### src/rtl/seg7_pkg.sv
`default_nettype none
// ============================================================================
// Module   : seg7_pkg
// Purpose  : Shared 7-segment definitions. Holds the active-low segment
//            patterns (a..g = bit0..bit6), the symbol type and the pattern
//            decoder used by the readback monitor and the encoder bench.
// Revision : 1.0  initial release
// ============================================================================
package seg7_pkg;

    // Active-low segment patterns, bit0 = segment a ... bit6 = segment g
    localparam logic [6:0] SEG_0     = 7'b1000000;
    localparam logic [6:0] SEG_1     = 7'b1111001;
    localparam logic [6:0] SEG_2     = 7'b0100100;
    localparam logic [6:0] SEG_3     = 7'b0110000;
    localparam logic [6:0] SEG_4     = 7'b0011001;
    localparam logic [6:0] SEG_5     = 7'b0010010;
    localparam logic [6:0] SEG_6     = 7'b0000010;
    localparam logic [6:0] SEG_7     = 7'b1111000;
    localparam logic [6:0] SEG_8     = 7'b0000000;
    localparam logic [6:0] SEG_9     = 7'b0010000;
    localparam logic [6:0] SEG_BLANK = 7'b1111111;

    // Symbol kind; UNKNOWN is only ever a committed state, never a decode result
    typedef enum logic [1:0] {
        SYM_UNKNOWN = 2'd0,
        SYM_DIGIT   = 2'd1,
        SYM_BLANK   = 2'd2,
        SYM_ILLEGAL = 2'd3
    } sym_kind_e;

    // Value is only meaningful for SYM_DIGIT and is forced to 0 otherwise,
    // so whole-struct equality is symbol equality.
    typedef struct packed {
        sym_kind_e  kind;
        logic [3:0] value;
    } sym_t;

    function automatic sym_t seg7_decode(input logic [6:0] pattern);
        sym_t s;
        s.kind  = SYM_DIGIT;
        s.value = 4'd0;
        case (pattern)
            SEG_0:     s.value = 4'd0;
            SEG_1:     s.value = 4'd1;
            SEG_2:     s.value = 4'd2;
            SEG_3:     s.value = 4'd3;
            SEG_4:     s.value = 4'd4;
            SEG_5:     s.value = 4'd5;
            SEG_6:     s.value = 4'd6;
            SEG_7:     s.value = 4'd7;
            SEG_8:     s.value = 4'd8;
            SEG_9:     s.value = 4'd9;
            SEG_BLANK: s.kind  = SYM_BLANK;
            default:   s.kind  = SYM_ILLEGAL;
        endcase
        return s;
    endfunction

endpackage
`default_nettype wire

### src/rtl/seg7_readback_if.sv
`default_nettype none
// ============================================================================
// Module   : seg7_readback_if
// Purpose  : Sample/segment input and decoded status outputs of the
//            7-segment readback monitor. master = stimulus side,
//            slave = monitor side.
// Revision : 1.0  initial release
// ============================================================================
interface seg7_readback_if;
    logic       sample_en;
    logic [6:0] seg_in;
    logic [3:0] digit;
    logic       digit_valid;
    logic       blank;
    logic       code_err;
    logic       flashing;
    logic       update;

    modport master (
        output sample_en, seg_in,
        input  digit, digit_valid, blank, code_err, flashing, update
    );

    modport slave (
        input  sample_en, seg_in,
        output digit, digit_valid, blank, code_err, flashing, update
    );
endinterface
`default_nettype wire

### src/rtl/seg7_debounce.sv
`default_nettype none
// ============================================================================
// Module   : seg7_debounce
// Purpose  : Holds the candidate symbol and its run length. Raises a
//            combinational commit strobe on the strobe edge where the run
//            first reaches STABLE_N and the candidate differs from the
//            currently committed symbol.
// Revision : 1.0  initial release
// ============================================================================
module seg7_debounce
    import seg7_pkg::*;
#(
    parameter int STABLE_N = 4
) (
    input  wire logic       clk,
    input  wire logic       rst_n,
    input  wire logic       i_sample_en,
    input  wire sym_t       i_sym,
    input  wire sym_kind_e  i_cur_kind,
    input  wire logic [3:0] i_cur_value,
    output logic            o_commit,
    output sym_t            o_cand
);

    localparam logic [3:0] c_CNT_MAX = 4'(STABLE_N);
    localparam logic [3:0] c_CNT_PRE = 4'(STABLE_N - 1);

    sym_t       r_cand;
    logic [3:0] r_cnt;
    logic       w_same;
    logic       w_differs;

    assign w_same    = (i_sym == r_cand);
    assign w_differs = (r_cand.kind != i_cur_kind) ||
                       ((r_cand.kind == SYM_DIGIT) && (r_cand.value != i_cur_value));

    // Count only becomes STABLE_N on the edge where it was STABLE_N-1 and the
    // sample matched, so a saturated run never re-commits.
    assign o_commit = i_sample_en && w_same && (r_cnt == c_CNT_PRE) && w_differs;
    assign o_cand   = r_cand;

    // Candidate tracking: restart the run on any new symbol, otherwise extend it
    always_ff @(posedge clk) begin
        if (!rst_n) begin
            r_cand.kind  <= SYM_UNKNOWN;
            r_cand.value <= 4'd0;
            r_cnt        <= 4'd0;
        end else if (i_sample_en) begin
            if (w_same) begin
                if (r_cnt != c_CNT_MAX) begin
                    r_cnt <= r_cnt + 4'd1;
                end
            end else begin
                r_cand <= i_sym;
                r_cnt  <= 4'd1;
            end
        end
    end

endmodule
`default_nettype wire

### src/rtl/seg7_readback.sv
`default_nettype none
// ============================================================================
// Module   : seg7_readback
// Purpose  : 7-segment readback monitor. Decodes sampled active-low segment
//            lines, debounces them, tracks the committed symbol kind, holds
//            the last digit and reports digit/blank flashing per window.
// Revision : 1.0  initial release
// ============================================================================
module seg7_readback
    import seg7_pkg::*;
#(
    parameter int STABLE_N      = 4,
    parameter int FLASH_WIN     = 64,
    parameter int FLASH_MIN_TOG = 2
) (
    input wire logic       clk,
    input wire logic       rst_n,
    seg7_readback_if.slave bus
);

    localparam logic [9:0] c_WIN_LAST = 10'(FLASH_WIN - 1);
    localparam logic [8:0] c_MIN_TOG  = 9'(FLASH_MIN_TOG);
    localparam logic [7:0] c_TOG_SAT  = 8'd255;

    sym_t       w_sym;
    sym_t       w_cand;
    logic       w_commit;
    sym_kind_e  r_state;
    sym_kind_e  w_next_state;
    logic [3:0] r_digit;
    logic       r_update;
    logic [9:0] r_win;
    logic [7:0] r_tog;
    logic       r_flashing;
    logic       w_toggle;
    logic [8:0] w_tog_total;
    logic       w_digit_valid;
    logic       w_blank;
    logic       w_code_err;

    assign w_sym = seg7_decode(bus.seg_in);

    seg7_debounce #(
        .STABLE_N (STABLE_N)
    ) u_debounce (
        .clk         (clk),
        .rst_n       (rst_n),
        .i_sample_en (bus.sample_en),
        .i_sym       (w_sym),
        .i_cur_kind  (r_state),
        .i_cur_value (r_digit),
        .o_commit    (w_commit),
        .o_cand      (w_cand)
    );

    // Committed-kind state register
    always_ff @(posedge clk) begin
        if (!rst_n) begin
            r_state <= SYM_UNKNOWN;
        end else begin
            r_state <= w_next_state;
        end
    end

    // Next state: any commit moves to the candidate's kind; UNKNOWN is never a candidate
    always_comb begin
        w_next_state = r_state;
        if (w_commit) begin
            w_next_state = w_cand.kind;
        end
    end

    // Status flags decoded straight from the registered state
    always_comb begin
        w_digit_valid = 1'b0;
        w_blank       = 1'b0;
        w_code_err    = 1'b0;
        case (r_state)
            SYM_DIGIT:   w_digit_valid = 1'b1;
            SYM_BLANK:   w_blank       = 1'b1;
            SYM_ILLEGAL: w_code_err    = 1'b1;
            default:     ;
        endcase
    end

    // Digit hold (only a digit commit loads it) and the one-cycle change pulse
    always_ff @(posedge clk) begin
        if (!rst_n) begin
            r_digit  <= 4'd0;
            r_update <= 1'b0;
        end else begin
            r_update <= w_commit;
            if (w_commit && (w_cand.kind == SYM_DIGIT)) begin
                r_digit <= w_cand.value;
            end
        end
    end

    // A toggle is digit->blank, or blank->the same held digit; a new value is a change
    assign w_toggle = w_commit &&
                      (((r_state == SYM_DIGIT) && (w_cand.kind == SYM_BLANK)) ||
                       ((r_state == SYM_BLANK) && (w_cand.kind == SYM_DIGIT) &&
                        (w_cand.value == r_digit)));

    // Includes a toggle landing on the wrap edge so it counts in the closing window
    assign w_tog_total = {1'b0, r_tog} + {8'd0, w_toggle};

    // Flash window: count strobes, evaluate and clear toggles on wrap
    always_ff @(posedge clk) begin
        if (!rst_n) begin
            r_win      <= 10'd0;
            r_tog      <= 8'd0;
            r_flashing <= 1'b0;
        end else if (bus.sample_en) begin
            if (r_win == c_WIN_LAST) begin
                r_win      <= 10'd0;
                r_tog      <= 8'd0;
                r_flashing <= (w_tog_total >= c_MIN_TOG);
            end else begin
                r_win <= r_win + 10'd1;
                if (r_tog != c_TOG_SAT) begin
                    r_tog <= w_tog_total[7:0];
                end
            end
        end
    end

    assign bus.digit       = r_digit;
    assign bus.digit_valid = w_digit_valid;
    assign bus.blank       = w_blank;
    assign bus.code_err    = w_code_err;
    assign bus.flashing    = r_flashing;
    assign bus.update      = r_update;

endmodule
`default_nettype wire

### src/flat_wrapper.sv
// flat-port wrapper written by rule: the top's interface ports become plain ports
module seg7_readback_flat import seg7_pkg::*;
#(
    parameter int STABLE_N      = 4,
    parameter int FLASH_WIN     = 64,
    parameter int FLASH_MIN_TOG = 2
)
  (clk, rst_n, bus_sample_en, bus_seg_in, bus_digit, bus_digit_valid, bus_blank, bus_code_err, bus_flashing, bus_update);
  seg7_readback_if bus_i ();
  input wire logic clk;
  input wire logic rst_n;
  input wire logic [$bits(bus_i.sample_en)-1:0] bus_sample_en;
  input wire logic [$bits(bus_i.seg_in)-1:0] bus_seg_in;
  output wire logic [$bits(bus_i.digit)-1:0] bus_digit;
  output wire logic [$bits(bus_i.digit_valid)-1:0] bus_digit_valid;
  output wire logic [$bits(bus_i.blank)-1:0] bus_blank;
  output wire logic [$bits(bus_i.code_err)-1:0] bus_code_err;
  output wire logic [$bits(bus_i.flashing)-1:0] bus_flashing;
  output wire logic [$bits(bus_i.update)-1:0] bus_update;
  assign bus_i.sample_en = bus_sample_en;
  assign bus_i.seg_in = bus_seg_in;
  assign bus_digit = bus_i.digit;
  assign bus_digit_valid = bus_i.digit_valid;
  assign bus_blank = bus_i.blank;
  assign bus_code_err = bus_i.code_err;
  assign bus_flashing = bus_i.flashing;
  assign bus_update = bus_i.update;
  seg7_readback #(.STABLE_N(STABLE_N), .FLASH_WIN(FLASH_WIN), .FLASH_MIN_TOG(FLASH_MIN_TOG)) u_core (.clk(clk), .rst_n(rst_n), .bus(bus_i));
endmodule
### config.mk
export PLATFORM = sky130hd
export DESIGN_NAME = seg7_readback_flat
export DESIGN_NICKNAME = d
export VERILOG_FILES = /design/src/rtl/seg7_pkg.sv /design/src/rtl/seg7_readback_if.sv /design/src/rtl/seg7_debounce.sv /design/src/rtl/seg7_readback.sv /design/src/flat_wrapper.sv
export SDC_FILE = /design/constraint.sdc
export NUM_CORES = 1
export LEC_CHECK = 0
export ABC_AREA = 0
export CELL_PAD_IN_SITES_DETAIL_PLACEMENT = 0
export CELL_PAD_IN_SITES_GLOBAL_PLACEMENT = 1
export CORE_MARGIN = 4
export CORE_UTILIZATION = 40
export DETAILED_ROUTE_END_ITERATION = 10
export GPL_TIMING_DRIVEN = 0
export PLACE_DENSITY_LB_ADDON = 0.1
export SLEW_MARGIN = 15
export SYNTH_ARGS = -nofsm -noshare
export SYNTH_HDL_FRONTEND = slang
export SYNTH_SLANG_ARGS = --single-unit
### constraint.sdc
create_clock -name clk -period 9.1 [get_ports clk]
set_clock_uncertainty 0.2 [all_clocks]
set_input_delay 1.82 -clock clk [delete_from_list [all_inputs] [get_ports clk]]
set_output_delay 1.82 -clock clk [all_outputs]
set_load 0.02 [all_outputs]
* Word level (Yosys, flattened, before mapping)
Cells that the tools add are included.
** Word-level totals
- Bits in registers :: 36
- Input bits :: 10
- Output and inout bits :: 9
- Word-level logic and storage cells :: 66
** Cells by class
- Add/sub/neg operators :: 3
- Order comparisons :: 1
- Equal/unequal tests :: 24
- Muxes and demuxes :: 10
- Bitwise operators :: 1
- Reductions and logical operators :: 18
** Operators by type and width (number)
- 4-bit case mux with 9 select lines :: 1
- 7-bit equality test, second input constant :: 4
- 7-bit by 5-bit equality test with 1-bit output, second input constant :: 3
- 8-bit 2-to-1 mux :: 2
- 7-bit by 6-bit equality test with 1-bit output, second input constant :: 2
- 10-bit by 1-bit adder with 10-bit output, second input constant :: 1
- 10-bit by 6-bit equality test with 1-bit output, second input constant :: 1
- 10-bit 2-to-1 mux :: 1
- 10-bit OR reduction :: 1
- 8-bit by 1-bit adder with 9-bit output :: 1
- 9-bit by 2-bit greater-or-equal comparator with 1-bit output, second input constant :: 1
- 1-bit logical AND :: 9
- 4-bit 2-to-1 mux :: 2
- 8-bit != test, second input constant :: 1
- 2-bit AND reduction :: 4
- 7-bit by 2-bit equality test with 1-bit output, second input constant :: 1
- 7-bit zero test :: 1
- 2-bit equality test, second input constant :: 3
- 6-bit equality test :: 1
- 4-bit by 1-bit adder with 4-bit output, second input constant :: 1
- 2-bit by 1-bit equality test with 1-bit output, second input constant :: 2
- 4-bit by 2-bit equality test with 1-bit output, second input constant :: 1
- 4-bit equality test :: 1
- 4-bit by 3-bit != test with 1-bit output, second input constant :: 1
- 8 further kinds :: 11

* Logic depth before layout (Yosys ltp)
- Depth after elaboration :: 11
- Depth in mapped cells :: 16
- Depth with buffers taken out :: 15

* By module
A second synthesis with hierarchy kept.
** Unflattened totals
- Cells, all modules :: 261
- Area total of the unflattened synthesis :: 2287.2 µm²
** Modules (own cells, without submodules)
- seg7_readback :: times used 1, cells each 192, area each 1626.6 µm², sequential area each 520.5 µm²
- seg7_debounce :: times used 1, cells each 69, area each 660.6 µm², sequential area each 200.2 µm²

* Worst setup path after synthesis
Ideal clock, no wire load.
- Path kind :: input port to flip-flop
- Start :: input bus_seg_in[0]
- End :: register u_core.r_flashing, in the netlist u_core.bus.flashing
- Library setup time :: 0.127 ns
- Arrival time :: 5.048 ns
- Data required time :: 8.773 ns
- Path slack :: 3.725 ns
- Cell stages on the path :: 16
- Buffers on the path :: 1
- Path through :: buf_2 > or4_1 > or4b_2 > nand3b_1 > xor2_1 > a2111oi_4 > and3_1 > nor2b_1 > ha_1 > ha_1 > and3_1 > nand2_1 > xor2_1 > nand3_1 > a21oi_1 > a21oi_1
** Between the ends
- Longest elaborated chain between the ends :: 10
- Elaborated cells between the ends (all ways) :: 21
- Those cells by class :: add/sub: 1; order compare: 1; eq/ne: 11; mux: 2; reduce/logical: 6
** Ends and longest elaborated chain
- from (decl) :: RTL line flat_wrapper.sv:13 : input wire logic [$bits(bus_i.seg_in)-1:0] bus_seg_in;
- 7-bit equality test (tied with other cells) :: RTL line seg7_pkg.sv:43 : case (pattern)
- 10-bit OR reduction (no line)
- 2-bit case mux with 2 select lines :: RTL line seg7_pkg.sv:43
- 6-bit equality test (*) :: RTL line seg7_debounce.sv:33 : assign w_same = (i_sym == r_cand);
- 1-bit logical AND (*) (3 in a row) :: RTL line seg7_debounce.sv:39 : assign o_commit = i_sample_en && w_same && (r_cnt == c_CNT_PRE) && w_differs;
- 1-bit logical AND (*) :: RTL line seg7_readback.sv:100 : assign w_toggle = w_commit &&
- 8-bit by 1-bit adder with 9-bit output (*) :: RTL line seg7_readback.sv:106 : assign w_tog_total = {1'b0, r_tog} + {8'd0, w_toggle};
- 9-bit by 2-bit greater-or-equal comparator with 1-bit output (*) :: RTL line seg7_readback.sv:118 : r_flashing <= (w_tog_total >= c_MIN_TOG);
- to (signal assigned) :: RTL line seg7_readback.sv:118
- to (decl) :: RTL line seg7_readback.sv:34 : logic r_flashing;
Every way passes the cells marked *; elsewhere a longest branch is shown, timed or not.
A chain may end at the register's enable or synchronous reset.

* Final worst setup path
- Start :: input bus_seg_in[3]
- End :: register u_core.r_flashing, in the netlist u_core.bus.flashing
Same word-level chain as after synthesis.

==> metrics <==
r2r endpoint=u_core.bus.flashing; synthesized area per cell=roughly 8.3 um^2; unrepaired setup endpoints after global routing=no; count of max-cap constraint violations=0; horizontal die dimension=80.3 um; final critical delay including setup and external delays=between 6 and 7 ns; Hold Worst Slack=0.284 ns; routed vias=approximately 1800; global-route wire length before repair=between 7000 and 8000 um; filler cell count=between 500 and 600; port bufs=15; count of flip-flops with a built-in enable after synthesis=0; flip-flop and latch area=roughly 720 um^2; element type at the critical path end=flip-flop; main flop type after synthesis=dfxtp_1; total of flip-flops plus latches after synthesis=36; sequential cell area fraction in the yosys report=0.344; largest net degree at the start of global routing=13; run status=finished clean; first element of the critical path=bus_seg_in[3]; transition time at the pin with the least slew margin=0.725 ns; effective utilization at floorplan=0.412; worst-case vdd ir drop=just over 70 uV; share of flip-flops with an asynchronous set or reset=0; Worst Path Max Fanout=7; Worst path slowest cell=or4b_2; combined global-route utilization of all metal layers=0.153; area of the multi-input gates=1310 um^2; number of nets in the layout=290; final critical-path setup slack=around 3.1 ns; number of sinks on the clock net=36; H-tree depth=2; clock latency at the later pin of the worst-skew pair=around 0.30 ns; fraction of final layout cells with drive strength greater than 1=0.0761; Period Utilization, post-route=0.660; DRT iter0 DRCs=40; total die area=approximately 6500 um^2; setup slack, reg-to-reg=approximately 5.3 ns; placeable core area=5070 um^2; DRC violation count after routing=0; clock tree from TritonCTS=done; via count of the first global-routing pass=approximately 1700; leakage power of the design=0.980 nW; Critical Path, Cell by Cell=clkdlybuf4s50_1 -> or4_1 -> or4b_2 -> nand3b_1 -> xor2_1 -> a2111oi_4 -> and3_1 -> nor2b_1 -> ha_1 -> ha_1 -> and3_1 -> nand2_1 -> nor2_1 -> a22oi_1 -> nor4_1 -> a21oi_1; detailed placement HPWL=roughly 3200 um; maximum root-to-sink buffer count=2; vertical die dimension=80.3 um; final wirelength=~4500 um; number of buffers inserted by hold repair at cts=0; routability congestion estimate from global placement=0.797; Max Slew Vio Count=0; pre-CTS worst setup slack=2.75 ns; Max stage delay on crit path=0.65 ns; number of placement rows=26; Hold Vio Cnt, Final=0; required arrival time at the worst endpoint=9.07 ns; crit path capture=u_core.bus.flashing; buffer type at the clock tree root=clkbuf_8; Critical Path Source Type=primary input; r2r worst-path depth=13; total of endpoints with negative setup slack in the final report=0; r2r startpoint=u_core.u_debounce.o_cand[5]; remaining global-route overflow=0; power per standard cell area=around 140 nW/um^2; cell area after synthesis=approximately 2100 um^2; wire length per cell=~13 um; DR pass1 iterations=4; post-synth cell types=46; class of the worst hold path=flip-flop to flip-flop; top achievable clock speed=about 0.17 GHz; DR vias/cell=5.16; Arrival @ worst endpoint=~6.0 ns; clock-pin slew on the worst setup and hold paths=approximately 0.08 ns; IO Count=19; diode count=0; Post-Synthesis Net Count=268; antenna-violating nets left=0; CP Class=primary input to flip-flop; Syn-to-layout area delta=16.7%; Yosys warning total=0; Post-CTS Setup Repair Bufs=0; final sum of negative setup slack=0 ns; max_slew headroom=0.510; count of mapped cells out of synthesis=253; number of antenna violations at the first check in global routing=0; number of gates given a new drive strength after cts=0; total clock buffers created by CTS=5
-- per-stage QoR --
step	cell area, um^2	power (mW)	util	instances
floorplan	2090	0.191	-	253
global placement	2330	0.201	0.459	338
detailed placement	2330	0.201	0.459	338
CTS	2440	0.347	0.481	346
global route	2440	0.358	0.481	346
finish	2440	0.344	0.481	346
-- area by class of cell --
cell class                      count  area share
Sequential cell                    36       0.295
Tap cell                           70      0.0359
Buffer                             10      0.0190
Timing Repair Buffer               15      0.0615
Inverter                            4     0.00615
Clock buffer                        5      0.0282
Clock inverter                      3      0.0174
Multi-Input combinational cell    203       0.537
-- layout by cell type (no fill, tap or decap), drive strengths merged, types with 8 or more instances in the layout --
cell            n
nor2b           8
nor2           32
nand3          12
nand4           8
mux2i           9
clkdlybuf4s50  15
nand2          29
clkbuf         12
dfxtp          36
xor2           15
a21oi           9
xnor2           9
-- worst max-delay path, delay by kind of cell --
| kind | cells | cell delay (ns) |
|---|---|---|
| xor gates and xnor gates | 1 | 0.11 |
| adders and majority gates | 2 | 0.43 |
| buffers and inverters | 1 | 0.50 |
| and+or+nand+nor | 9 | 2.55 |
| AOI/OAI and AO/OA | 3 | 0.58 |
-- registers in the layout, summed over array words and instances, names as in the netlist --
register,cells
u_core.bus.digit,4
u_core.bus.flashing,1
u_core.bus.update,1
u_core.r_state,2
u_core.r_tog,8
u_core.r_win,10
u_core.u_debounce.o_cand,6
u_core.u_debounce.r_cnt,4
-- report_power, final --
| part | internal [mW] | switching, mW | leakage [nW] |
|---|---|---|---|
| sequential | 0.161 | 0.00366 | 0.292 |
| clock | 0.0812 | 0.0653 | 0.0541 |
| combinational | 0.0143 | 0.0185 | 0.634 |
| total | 0.256 | 0.0875 | 0.980 |
-- synthesized netlist by cell type, types with 4 or more instances --
| master | number | share of area |
|---|---|---|
| nor2_1 | 32 | 0.057 |
| nand4_1 | 8 | 0.024 |
| nand2_1 | 29 | 0.052 |
| nor3_1 | 6 | 0.014 |
| o21ai_0 | 4 | 0.0096 |
| nand3b_1 | 4 | 0.014 |
| inv_1 | 4 | 0.0072 |
| nor2b_1 | 8 | 0.024 |
| nor3b_1 | 4 | 0.014 |
| a21oi_1 | 9 | 0.022 |
| a31oi_1 | 4 | 0.012 |
| clkbuf_1 | 7 | 0.013 |
| dfxtp_1 | 36 | 0.34 |
| nand3_1 | 11 | 0.026 |
| and3_1 | 6 | 0.018 |
| xor2_1 | 15 | 0.063 |
| mux2i_1 | 9 | 0.043 |
| ha_1 | 5 | 0.030 |
| xnor2_1 | 9 | 0.038 |
-- per-layer routing --
metal | track usage | vias to the layer above | share of wire | wire length, um
li1 | - | 934 | - | -
met1 | 0.188 | 830 | 0.49 | 2170
met2 | 0.258 | 16 | 0.48 | 2140
met3 | 0.0437 | 4 | 0.020 | 91
met4 | 0.0456 | 0 | 0.011 | 48
met5 | 0 | - | 0 | 0
-- cells by family (layout without fill, tap and decap cells) --
group           after synthesis  count (layout)  synth area share
xor+xnor                     24              24             0.100
buf+inv                      14              37            0.0293
mux                          10              10            0.0484
fa+ha+maj                     5               5            0.0299
simple gates                132             132             0.336
compound gates               32              32             0.111
flops                        36              36             0.344
-- worst min-delay path by stage --
stage	startpoint	end	slack, ns	depth (start not counted)
2_1_floorplan	u_core.u_debounce.r_cnt[3]	u_core.u_debounce.r_cnt[3]	0.25	2
3_3_place_gp	u_core.u_debounce.r_cnt[3]	u_core.u_debounce.r_cnt[3]	0.27	2
3_5_place_dp	u_core.u_debounce.r_cnt[3]	u_core.u_debounce.r_cnt[3]	0.27	2
4_1_cts	u_core.u_debounce.r_cnt[3]	u_core.u_debounce.r_cnt[3]	0.29	2
5_1_grt	u_core.u_debounce.r_cnt[3]	u_core.u_debounce.r_cnt[3]	0.30	2
6_report	u_core.u_debounce.r_cnt[3]	u_core.u_debounce.r_cnt[3]	0.28	2
Note: power is estimated with default switching activity, not from simulation.
